`src/rtl/mem_arb_pkg.sv`:
```
// Shared types and constants for the cache fill arbiter.
// Block geometry and memory latency live here so both modules agree.
package mem_arb_pkg;

    typedef enum logic [1:0] {
        IDLE   = 2'd0,
        FILL_I = 2'd1,
        FILL_D = 2'd2
    } state_t;

    localparam int BLOCK_WORDS = 8;
    localparam int MEM_LAT     = 4;
    localparam int ADDR_W      = 16;
    localparam int WORD_W      = 16;
    localparam int CNT_W       = $clog2(BLOCK_WORDS);
    localparam int BLK_W       = ADDR_W - CNT_W - 1;

    function automatic logic [ADDR_W-1:0] word_addr(
        input logic [BLK_W-1:0] blk,
        input logic [CNT_W-1:0] k
    );
        return {blk, k, 1'b0};
    endfunction

endpackage

```
`src/rtl/fill_counter.sv`:
```
// Issue/receive word counters for one cache block fill.
// done marks the cycle the last word of the block comes back.
module fill_counter
    import mem_arb_pkg::*;
(
    input  logic             clk,
    input  logic             rst,
    input  logic             busy,
    input  logic             rcv,
    output logic [CNT_W-1:0] issue_cnt,
    output logic [CNT_W-1:0] rcv_cnt,
    output logic             issuing,
    output logic             done
);

    localparam logic [CNT_W-1:0] LAST = CNT_W'(BLOCK_WORDS - 1);

    logic issued_all;

    assign issuing = busy && !issued_all;
    assign done    = busy && rcv && (rcv_cnt == LAST);

    // Issue counter parks at the last word until the block completes
    always_ff @(posedge clk or posedge rst) begin
        if (rst) begin
            issue_cnt  <= '0;
            issued_all <= 1'b0;
        end else if (done) begin
            issue_cnt  <= '0;
            issued_all <= 1'b0;
        end else if (issuing) begin
            if (issue_cnt == LAST) begin
                issued_all <= 1'b1;
            end else begin
                issue_cnt <= issue_cnt + CNT_W'(1);
            end
        end
    end

    always_ff @(posedge clk or posedge rst) begin
        if (rst) begin
            rcv_cnt <= '0;
        end else if (busy && rcv) begin
            rcv_cnt <= rcv_cnt + CNT_W'(1);
        end
    end

endmodule

```
`src/rtl/mem_fill_arbiter.sv`:
```
// Arbitrates I-miss fills, D-miss fills and write-through stores
// onto one pipelined main-memory port.
module mem_fill_arbiter
    import mem_arb_pkg::*;
(
    input  logic              clk,
    input  logic              rst,
    input  logic              i_miss,
    input  logic [ADDR_W-1:0] i_addr,
    input  logic              d_miss,
    input  logic [ADDR_W-1:0] d_addr,
    input  logic              d_wr,
    input  logic [WORD_W-1:0] d_wdata,
    output logic              d_wr_ack,
    output logic              mem_en,
    output logic              mem_wr,
    output logic [ADDR_W-1:0] mem_addr,
    output logic [WORD_W-1:0] mem_wdata,
    input  logic [WORD_W-1:0] mem_rdata,
    input  logic              mem_valid,
    output logic [WORD_W-1:0] fill_data,
    output logic [CNT_W-1:0]  fill_word,
    output logic              fill_we_i,
    output logic              fill_we_d,
    output logic              fill_done_i,
    output logic              fill_done_d
);

    state_t            state;
    state_t            state_nxt;
    logic [BLK_W-1:0]  blk;
    logic [MEM_LAT-1:0] inflight;
    logic [CNT_W-1:0]  issue_cnt;
    logic [CNT_W-1:0]  rcv_cnt;
    logic              issuing;
    logic              done;
    logic              busy;
    logic              accept;

    assign busy = (state != IDLE);

    // Only data for reads issued by this fill is accepted; returns for
    // reads abandoned by a reset fall out of the shift register.
    assign accept = busy && mem_valid && inflight[MEM_LAT-1];

    fill_counter u_cnt (
        .clk       (clk),
        .rst       (rst),
        .busy      (busy),
        .rcv       (accept),
        .issue_cnt (issue_cnt),
        .rcv_cnt   (rcv_cnt),
        .issuing   (issuing),
        .done      (done)
    );

    always_ff @(posedge clk or posedge rst) begin
        if (rst) begin
            state <= IDLE;
        end else begin
            state <= state_nxt;
        end
    end

    always_ff @(posedge clk or posedge rst) begin
        if (rst) begin
            blk <= '0;
        end else if (state == IDLE && !d_wr) begin
            if (d_miss) begin
                blk <= d_addr[ADDR_W-1:CNT_W+1];
            end else if (i_miss) begin
                blk <= i_addr[ADDR_W-1:CNT_W+1];
            end
        end
    end

    always_ff @(posedge clk or posedge rst) begin
        if (rst) begin
            inflight <= '0;
        end else begin
            inflight <= {inflight[MEM_LAT-2:0], issuing};
        end
    end

    always_comb begin
        state_nxt = state;
        unique case (state)
            IDLE: begin
                if (d_wr) begin
                    state_nxt = IDLE;
                end else if (d_miss) begin
                    state_nxt = FILL_D;
                end else if (i_miss) begin
                    state_nxt = FILL_I;
                end
            end
            FILL_I, FILL_D: begin
                if (done) begin
                    state_nxt = IDLE;
                end
            end
            default: state_nxt = IDLE;
        endcase
    end

    always_comb begin
        d_wr_ack    = 1'b0;
        mem_en      = 1'b0;
        mem_wr      = 1'b0;
        mem_addr    = '0;
        mem_wdata   = '0;
        fill_data   = '0;
        fill_word   = '0;
        fill_we_i   = 1'b0;
        fill_we_d   = 1'b0;
        fill_done_i = 1'b0;
        fill_done_d = 1'b0;
        if (!rst) begin
            unique case (state)
                IDLE: begin
                    if (d_wr) begin
                        d_wr_ack  = 1'b1;
                        mem_en    = 1'b1;
                        mem_wr    = 1'b1;
                        mem_addr  = d_addr;
                        mem_wdata = d_wdata;
                    end
                end
                FILL_I, FILL_D: begin
                    mem_en = issuing;
                    if (issuing) begin
                        mem_addr = word_addr(blk, issue_cnt);
                    end
                    if (accept) begin
                        fill_data = mem_rdata;
                        fill_word = rcv_cnt;
                    end
                    fill_we_i   = accept && (state == FILL_I);
                    fill_we_d   = accept && (state == FILL_D);
                    fill_done_i = done && (state == FILL_I);
                    fill_done_d = done && (state == FILL_D);
                end
                default: ;
            endcase
        end
    end

endmodule

```
`config.mk`:
```
export PLATFORM = sky130hd
export DESIGN_NAME = mem_fill_arbiter
export DESIGN_NICKNAME = d
export VERILOG_FILES = /design/src/rtl/mem_arb_pkg.sv /design/src/rtl/fill_counter.sv /design/src/rtl/mem_fill_arbiter.sv
export SDC_FILE = /design/constraint.sdc
export NUM_CORES = 1
export LEC_CHECK = 0
export CAP_MARGIN = 25
export CELL_PAD_IN_SITES_DETAIL_PLACEMENT = 0
export CELL_PAD_IN_SITES_GLOBAL_PLACEMENT = 2
export CORE_ASPECT_RATIO = 1.25
export CORE_MARGIN = 10
export CORE_UTILIZATION = 20
export CTS_CLUSTER_DIAMETER = 100
export CTS_CLUSTER_SIZE = 10
export DETAILED_ROUTE_END_ITERATION = 8
export PLACE_DENSITY_LB_ADDON = 0.1
export SLEW_MARGIN = 20
export SYNTH_ARGS = -nofsm -noshare
export SYNTH_HDL_FRONTEND = slang
export SYNTH_SLANG_ARGS = --single-unit
```
`constraint.sdc`:
```
create_clock -name clk -period 4 [get_ports clk]
set_clock_uncertainty 0.15 [all_clocks]
set_input_delay 0.4 -clock clk [delete_from_list [all_inputs] [get_ports clk]]
set_output_delay 0.4 -clock clk [all_outputs]
set_load 0.03 [all_outputs]
```
-- After elaboration in Yosys (flattened, before gate mapping)
Index checks and enable logic that the tools add are counted.
- bits in registers: 25
- bits of input ports: 70
- output and inout port bits: 58
- logic and storage cells: 76
- $add $sub $neg: 2
- equality and inequality tests: 7
- muxes and demuxes: 39
- reduce and logical (&&, ||, !) cells: 22
- operators with widths (kind ; number):
    $mux W16 ; 9
    $pmux W16 S2 ; 1
    $mux W12 ; 2
    $mux W3 ; 6
    $mux W1 ; 15
    $logic_and A1 B1 Y1 ; 10
    $mux W2 ; 4
    $reduce_and A2 Y1 ; 4
    $reduce_bool A2 Y1 ; 4
    $add A3 B1 Y3 const B ; 2
    $eq A3 B3 Y1 const B ; 2
    $ne A2 B2 Y1 const B ; 2
    $ne A4 B4 Y1 const B ; 1
    $pmux W2 S2 ; 1
    $eq A2 B1 Y1 const B ; 1
    $eq A2 B2 Y1 const B ; 1
    $logic_not A1 Y1 ; 2
    $logic_not A2 Y1 ; 1
    $pmux W1 S2 ; 1
    $reduce_or A2 Y1 ; 1

-- Longest topological paths before layout
- word-level depth: 8
- mapped depth: 8
- gate-level depth less buffers: 5

-- Modules after synthesis
From an unflattened synthesis, not the netlist that was laid out.
- cell total of the unflattened synthesis: 184
- area, all modules: 1803.0 sq um
- modules (own cells, without submodules) (module ; instances ; cells each ; area an instance (sq um) ; sequential area each (sq um)):
    mem_fill_arbiter ; 1 ; 156 ; 1452.6 ; 450.4
    fill_counter ; 1 ; 28 ; 350.3 ; 175.2

-- Least setup slack after synthesis
OpenSTA, ideal clock, no wires.
- path kind: register to output
- from: register state[0]
- to: output port mem_wdata[10]
- arrival: 1.895 ns
- slack: 1.555 ns
- stages on the path, launching flop included: 7
- buffers on the path: 2
- cells stage by stage: dfrtp_1 -> inv_1 -> ha_1 -> and3b_1 -> buf_6 -> clkbuf_1 -> and2_1
- cells in the longest elaborated chain, start to end: 3
- RTL lines (element ; line ; source):
    start, declared ; mem_fill_arbiter.sv:29 ; state_t state;
    start signal, assigned ; mem_fill_arbiter.sv:61 ; state <= state_nxt;
    $logic_not A2 Y1 ; mem_fill_arbiter.sv:119 ; unique case (state)
    $mux W16 ; mem_fill_arbiter.sv:119 ;
    $mux W16 ; mem_fill_arbiter.sv:118 ; if (!rst) begin
    end, declared ; mem_fill_arbiter.sv:18 ; output logic [WORD_W-1:0] mem_wdata,
Every way passes these cells.

-- Worst setup path after layout
- from: register state[0]
- to: output port fill_data[10]
- cells in the longest elaborated chain, start to end: 6
- elaborated cells between the ends (all ways): 9
- classes of those cells: 2 x eq/ne; 3 x mux; 4 x reduce/logical
- RTL lines (element ; line ; source):
    $reduce_bool A2 Y1 ; mem_fill_arbiter.sv:40 ; assign busy = (state != IDLE);
    $logic_and A1 B1 Y1 (2 in a row) ; mem_fill_arbiter.sv:44 ; assign accept = busy && mem_valid && inflight[MEM_LAT-1];
    $mux W16 ; mem_fill_arbiter.sv:134 ; if (accept) begin
    $mux W16 * ; mem_fill_arbiter.sv:119 ;
    $mux W16 * ; mem_fill_arbiter.sv:118 ;
    end, declared ; mem_fill_arbiter.sv:21 ; output logic [WORD_W-1:0] fill_data,
Every way passes the cells marked *; elsewhere a longest branch is shown, timed or not.

==> results.yml <==
clock_network:
  postCtsResizedCells: 0
  clkSlewWorstSetupHoldPaths_ns: 0.08
  insertion_delay_ns: 0.26
  clock-sinks: 25
  root_buffer: "clkbuf_8"
  clockBufferDepth: 2
  cts_tree: "done"
  cts_buffers: 3
  post-cts-setup-buffers: 0
  h-tree-depth: 1
  holdBufCountCts: 0
die:
  std_cell_rows: 37
  die_w_um: 103
  ios: 128
  die_area_mm2: 0.0126
  die_h_um: 123
  initial_core_util_pct: 20.6
  fp.coreArea_mm2: 0.00829
timing:
  slew_violations: 0
  finalCritPeriodShare_pct: 82.2
  fmax_mhz: 304
  min_period_ns: 3.29
  worst_slack_ns: 0.711
  worst_pin_slew_ns: 0.716
  rsz0062_at_grt: "false"
  setup-violations-final: 0
  slew_headroom_pct: 52.1
  tns_ns: 0
  hold_viol: 0
pwr:
  cellLeakagePower_uw: 0.00123
  ir_worst_vdd_uv: 166
  powerDensity_mw_per_mm2: 354
critical_path:
  cp.required_ns: 3.45
  cp.arrival_ns: 2.74
  path_max_fanout: 19
  cp_cell_sequence: "inv_1 -> ha_1 -> buf_4 -> nand3b_4 -> nor2_2 -> and2_1 -> clkdlybuf4s50_1"
  path_buf_inv: 3
  critical_path_class: "reg2out"
  rrSetupSlack_ns: 2.07
  start_kind: "flop"
  cp-end-kind: "output pin"
  slowest_stage: "clkdlybuf4s50_1"
  critPathTopFamily: "buffers and inverters"
  slowest_delay_ns: 0.70
global_routing:
  grt_busiest_layer: "met2"
  use_met2_pct: 16.8
  grt_use_met1_pct: 10.0
  overflow: 0
  first_global_vias: 1697
  track_usage_pct: 9.44
  antenna_found_initial: 0
  met3_usage_pct: 4.07
  grt_pass1_wl_um: 9420
  grt_max_degree: 26
route:
  vias: 1585
  drtPass1Iterations: 4
  drc_errors: 0
  drt_wl_total_um: 6290
  drt_iter0_drc: 30
  wire_per_inst_um: 16.6
  antenna_left: 0
  routed_via_density: 4.18
synth:
  synthMuxAreaShare_pct: 18.4
  netlist_area_mm2: 0.00170
  yosysTopAreaCell: "dfrtp_1"
  avgSynthCellArea_um2: 10.7
  synth-adder-area-share_pct: 5.87
  ys_top_cells_by_count: "36 x and2_1, 26 x mux2_2, 25 x dfrtp_1, 15 x a22o_1, 11 x nor2_1"
  synthArstFlopShare_pct: 100
  synth_compound_area_share_pct: 9.84
  synth_top_family_by_area: "simple AND/OR/NAND/NOR gates"
  yosysTopAreaCellShare_pct: 36.7
  synth_edf_count: 0
  synth-simple-area-share_pct: 23.1
  synth_xor_area_share_pct: 1.03
  synth.top_cells.by_area: "dfrtp_1 37%, mux2_2 17%, and2_1 13%"
  yosysWarnings: 0
  ys_seq_area_share_pct: 36.7
  synth_cell_types: 28
  synth_fp_nets: 237
  syn_inst: 159
  synth-seq-cells: 25
  yosysMostFrequentCell: "and2_1"
  synth_flop_cell: "dfrtp_1"
place:
  place_congestion: 0.713
  dpl_worst_slack_ns: 0.766
  hpwl_um: 5150
  numPortBuffers: 123
  dpl_cell_area_mm2: 0.00303
layout:
  n_antenna_cell: 0
  syn_to_final_growth_pct: 80.4
  fill_cells: 850
  final_cell_area_mm2: 0.00307
  nets: 361
  drive_above_1_share_pct: 13.5
  fin_util_pct: 37.1
run:
  maxCapViolations: 0
outcome:
  status: "finished clean"
min_path:
  hp-class: "reg2reg"
-- kinds of logic (layout without fill, tap and decap cells) --
kind of cell / count (synthesis) / in the layout
multiplexers: 28 / 28
flip-flops: 25 / 25
buffers and inverters: 15 / 138
XOR/XNOR: 2 / 2
AND/OR/NAND/NOR: 61 / 61
AO/OA/AOI/OAI: 20 / 20
adder cells (fa/ha/maj): 8 / 8
-- power breakdown --
group | total [uW] | internal, uW | switching, uW
Clock | 150 | 71.2 | 78.6
Combinational | 573 | 291 | 282
Sequential | 366 | 325 | 41.2
Total | 1090 | 687 | 401
-- worst register-to-register path, stage by stage (launching register included) --
cell and delay, ns:
dfrtp_1 0.42, inv_1 0.12, ha_1 0.17, buf_4 0.16, nand2b_1 0.10, nor2_1 0.11
buf_4 0.23, mux2_2 0.36
-- stage by stage --
stage | total power [uW] | hold slack, ns | std cells
floorplan | 731 | 0.181 | 159
global route | 1170 | 0.219 | 379
finish | 1090 | 0.202 | 379
detailed placement | 952 | 0.186 | 375
global placement | 951 | 0.182 | 375
CTS | 1110 | 0.209 | 379
-- area by class of cell --
type / count / area [um^2] / share of cell area [%]
clock buffer: 4 / 45.0 / 1.47
inverter: 6 / 22.5 / 0.733
multi-input combinational: 119 / 991 / 32.2
sequential: 25 / 626 / 20.4
tap: 97 / 121 / 3.95
timing repair buffer: 128 / 1270 / 41.3
-- state kept, by name, indices dropped and copies added (netlist names) --
signal,count
blk,12
inflight,4
u_cnt.issue_cnt,3
u_cnt.rcv_cnt,3
state,2
u_cnt.issued_all,1
-- cell usage in the layout (no fill, tap or decap), drive strengths merged, types with 2 or more instances in the layout --
cell type | synthesis | routed
clkdlybuf4s50 | 0 | 123
and2 | 36 | 36
mux2 | 26 | 26
dfrtp | 25 | 25
a22o | 15 | 15
nor2 | 12 | 12
ha | 8 | 8
inv | 6 | 6
buf | 6 | 5
clkbuf | 3 | 4
nor3 | 3 | 3
nand2b | 2 | 2
a2bb2oi | 2 | 2
xnor2 | 2 | 2
mux2i | 2 | 2
-- layer usage --
layer	wire length [um]	vias up	part of all wire (%)
met5	0	-	0
met3	673	2	11
li1	-	795	-
met1	2420	723	38
met4	21	0	0.33
met2	3170	65	50
-- path summary, 6_finish.rpt --
check | start | end | cells past startpoint
worst max-delay path | state[0]$_DFFE_PP0P_ | fill_data[10] | 7
worst min-delay path | inflight[2]$_DFF_PP0_ | inflight[3]$_DFF_PP0_ | 0
worst max register to register | state[0]$_DFFE_PP0P_ | blk[1]$_DFFE_PP0P_ | 7
worst min register to register | inflight[2]$_DFF_PP0_ | inflight[3]$_DFF_PP0_ | 0
max in group asynchronous | rst | inflight[0]$_DFF_PP0_ | 3
min in group asynchronous | rst | state[0]$_DFFE_PP0P_ | 3
Note: power is estimated with default switching activity, not from simulation.
==> RTL edit: new RTL, same flow settings <==
Re-encode `state_t` (3 states) as one-hot, 3 bits wide.
--- a/src/rtl/mem_arb_pkg.sv
+++ b/src/rtl/mem_arb_pkg.sv
@@ -2,10 +2,10 @@
 // Block geometry and memory latency live here so both modules agree.
 package mem_arb_pkg;
 
-    typedef enum logic [1:0] {
-        IDLE   = 2'd0,
-        FILL_I = 2'd1,
-        FILL_D = 2'd2
+    typedef enum logic [2:0] {
+        IDLE   = 3'b001,
+        FILL_I = 3'b010,
+        FILL_D = 3'b100
     } state_t;
 
     localparam int BLOCK_WORDS = 8;
Check against the original RTL: no difference found for any inputs over 10 cycles, from zero or initial values and one cycle with rst high; not proved beyond that.
==> RTL edit against the original RTL <==
Area after synthesis increased by 8.1%; setup slack improved by 0.27 ns; combinational power grew 1%; routed wire length up 13%; register-to-register slack lost 0.51 ns; critical endpoint is now fill_data[4]; total power up 16%; final area increased by 7.3%; largest cell class unchanged; sequential cell count increased by 1.
==> RTL edit: results (changes against the original RTL) <==
----------------------------------------------------
[Global routing]
  Wire length of the first global-routing pass ... 11140 um (+18%)
  Global-route total usage across every layer ... 0.09985 (+0.005415)
  Maximum number of pins on one net before global-route repair ... 22 (-15%)
  Vias in the first global route ... 1923 (+13%)

[Power]
  VDD IR-drop max ... 201.3 uV (+21%)
  Leakage Power ... 0.001354 uW (+10%)

[Logic synthesis]
  Synth unique cells ... 33 (+18%)
  Total number of yosys warnings ... 0 (unchanged)
  Synth async-reset ratio ... 1.000 (unchanged)
  Mapped Nets ... 263 (+11%)
  Top cells by area in the synthesized netlist ... sky130_fd_sc_hd__dfrtp_1 34%, sky130_fd_sc_hd__mux2_2 10%, sky130_fd_sc_hd__mux2_4 7.3%, sky130_fd_sc_hd__a32oi_1 7.1%, sky130_fd_sc_hd__and2_1 6.8%
  Most numerous cell types in the synthesized netlist ... 28 x sky130_fd_sc_hd__nor2_1, 25 x sky130_fd_sc_hd__dfrtp_1, 20 x sky130_fd_sc_hd__and2_1
  Most used flip-flop cell after synthesis ... sky130_fd_sc_hd__dfrtp_1
  Sequential element share of the synthesized area ... 0.3537 (-0.01341)

[CTS]
  Cell at the root of the clock tree ... sky130_fd_sc_hd__clkbuf_16
  Post-CTS Resized ... 0 (unchanged)
  Number of H-tree branching levels ... 1 (unchanged)
  Number of post-CTS setup repair buffers ... 0 (unchanged)
  Clock-pin transition on the worst setup and hold timing paths ... 0.07 ns
  Clock latency at the later pin of the worst-skew pair ... 0.26 ns (about the same)

[Setup path]
  CP Data Arrival Time ... 2.47 ns (-0.27 ns)
  Crit-path max FO ... 19 (unchanged)
  Reg2Reg Depth ... 3 (-4)

[Drt]
  Number of vias per cell ... 4.226 (+1.0%)
  Wire length after detailed routing ... 7128 um (+13%)
  Starting DRC count in detailed routing ... 45 (+50%)
  First-pass DRT Iterations ... 4 (unchanged)

[Final layout]
  Proportion of layout cells with a drive suffix above 1 ... 0.1987 (+0.06395)
  Number of nets in the layout ... 382 (+5.8%)
  Layout fillers ... 966 (+14%)
  Number of antenna diodes ... 0 (unchanged)
  Leading registers by flop count ... blk: 12 flops, inflight: 4 flops

[Placement]
  Detailed placement HPWL ... 5898 um (+15%)
  Input/output buffers ... 123 (unchanged)
  Routability cong. ... 0.6729 (-5.6%)

[Worst hold path]
  Number of cells on the worst hold path ... 0 (unchanged)
  Class of the most critical hold timing path ... register to register

[STA]
  Headroom to the max-slew limit ... 0.4329 (-0.08857)

[Status]
  Status ... finished, final reports clean

----------------------------------------------------
RTL edit: cell count changes in the layout (fill, tap and decap cells not counted), sizes merged, moves of 4 or more:
cell / delta
nor2: +16
clkdlybuf4s50: -16
and3: +17
a21oi: +7
and2: -16
inv: -4
a22o: -15
a32oi: +15
buf: +18
ha: -4
RTL edit: logic make-up after synthesis:
logic type	synth area share
simple gates	0.2580
compound gates	0.1134
mux	0.1772
flops	0.3537
buf+inv	0.05635
fa+ha+maj	0.02716
xor+xnor	0.01426
RTL edit: path summary, 6_finish.rpt:
path / slack (ns) / end / start
min in group asynchronous: 0.39 / blk[2] / rst
max in group asynchronous: 2.67 / blk[3] / rst
max reg2reg: 1.56 / blk[10] / state[0]
min: 0.21 / inflight[1] / inflight[0]
max: 0.98 / fill_data[4] / rst
min reg2reg: 0.21 / inflight[1] / inflight[0]
RTL edit: area by class of cell:
class,instances,area share
clock buffers,3,0.02275
flip-flops and latches,26,0.1976
multi-input cells,145,0.3295
clock inverters,1,0.009101
inverters,2,0.002275
repair buffers,130,0.3921
well taps,123,0.04664
RTL edit: per-stage QoR:
stage | power (uW) | utilization | area [sq um] | cells | worst slack (ns)
after floorplan | 767.2 | - | 1843 | 189 | 1.422
after global placement | 986.6 | 0.3519 | 3194 | 426 | 0.8920
after detailed placement | 985.5 | 0.3519 | 3194 | 426 | 0.9247
after CTS | 1285 | 0.3635 | 3299 | 430 | 0.9183
after global routing | 1342 | 0.3635 | 3299 | 430 | 0.7868
final | 1266 | 0.3635 | 3299 | 430 | 0.9823
RTL edit: per-layer routing:
metal	up-vias	wire length, um	global-route usage
li1	911	-	-
met1	830	2917	0.1187
met2	74	3625	0.1735
met3	2	567	0.03521
met4	0	19	0.01197
met5	-	0	0
RTL edit: report_power, final:
group / internal [uW] / leakage (uW) / switching [uW] / total [uW]
clock: 199 / 0.0000511 / 93.4 / 293
combinational: 291 / 0.000992 / 289 / 581
sequential: 336 / 0.000311 / 56.9 / 393
total: 827 / 0.00135 / 439 / 1270
RTL edit: worst max-delay path, cell delays in order:
cell and delay (ns):
sky130_fd_sc_hd__clkdlybuf4s50_1 0.42, sky130_fd_sc_hd__nand4bb_1 0.27, sky130_fd_sc_hd__a21oi_2 0.47, sky130_fd_sc_hd__and2_1 0.21
sky130_fd_sc_hd__clkdlybuf4s50_1 0.69
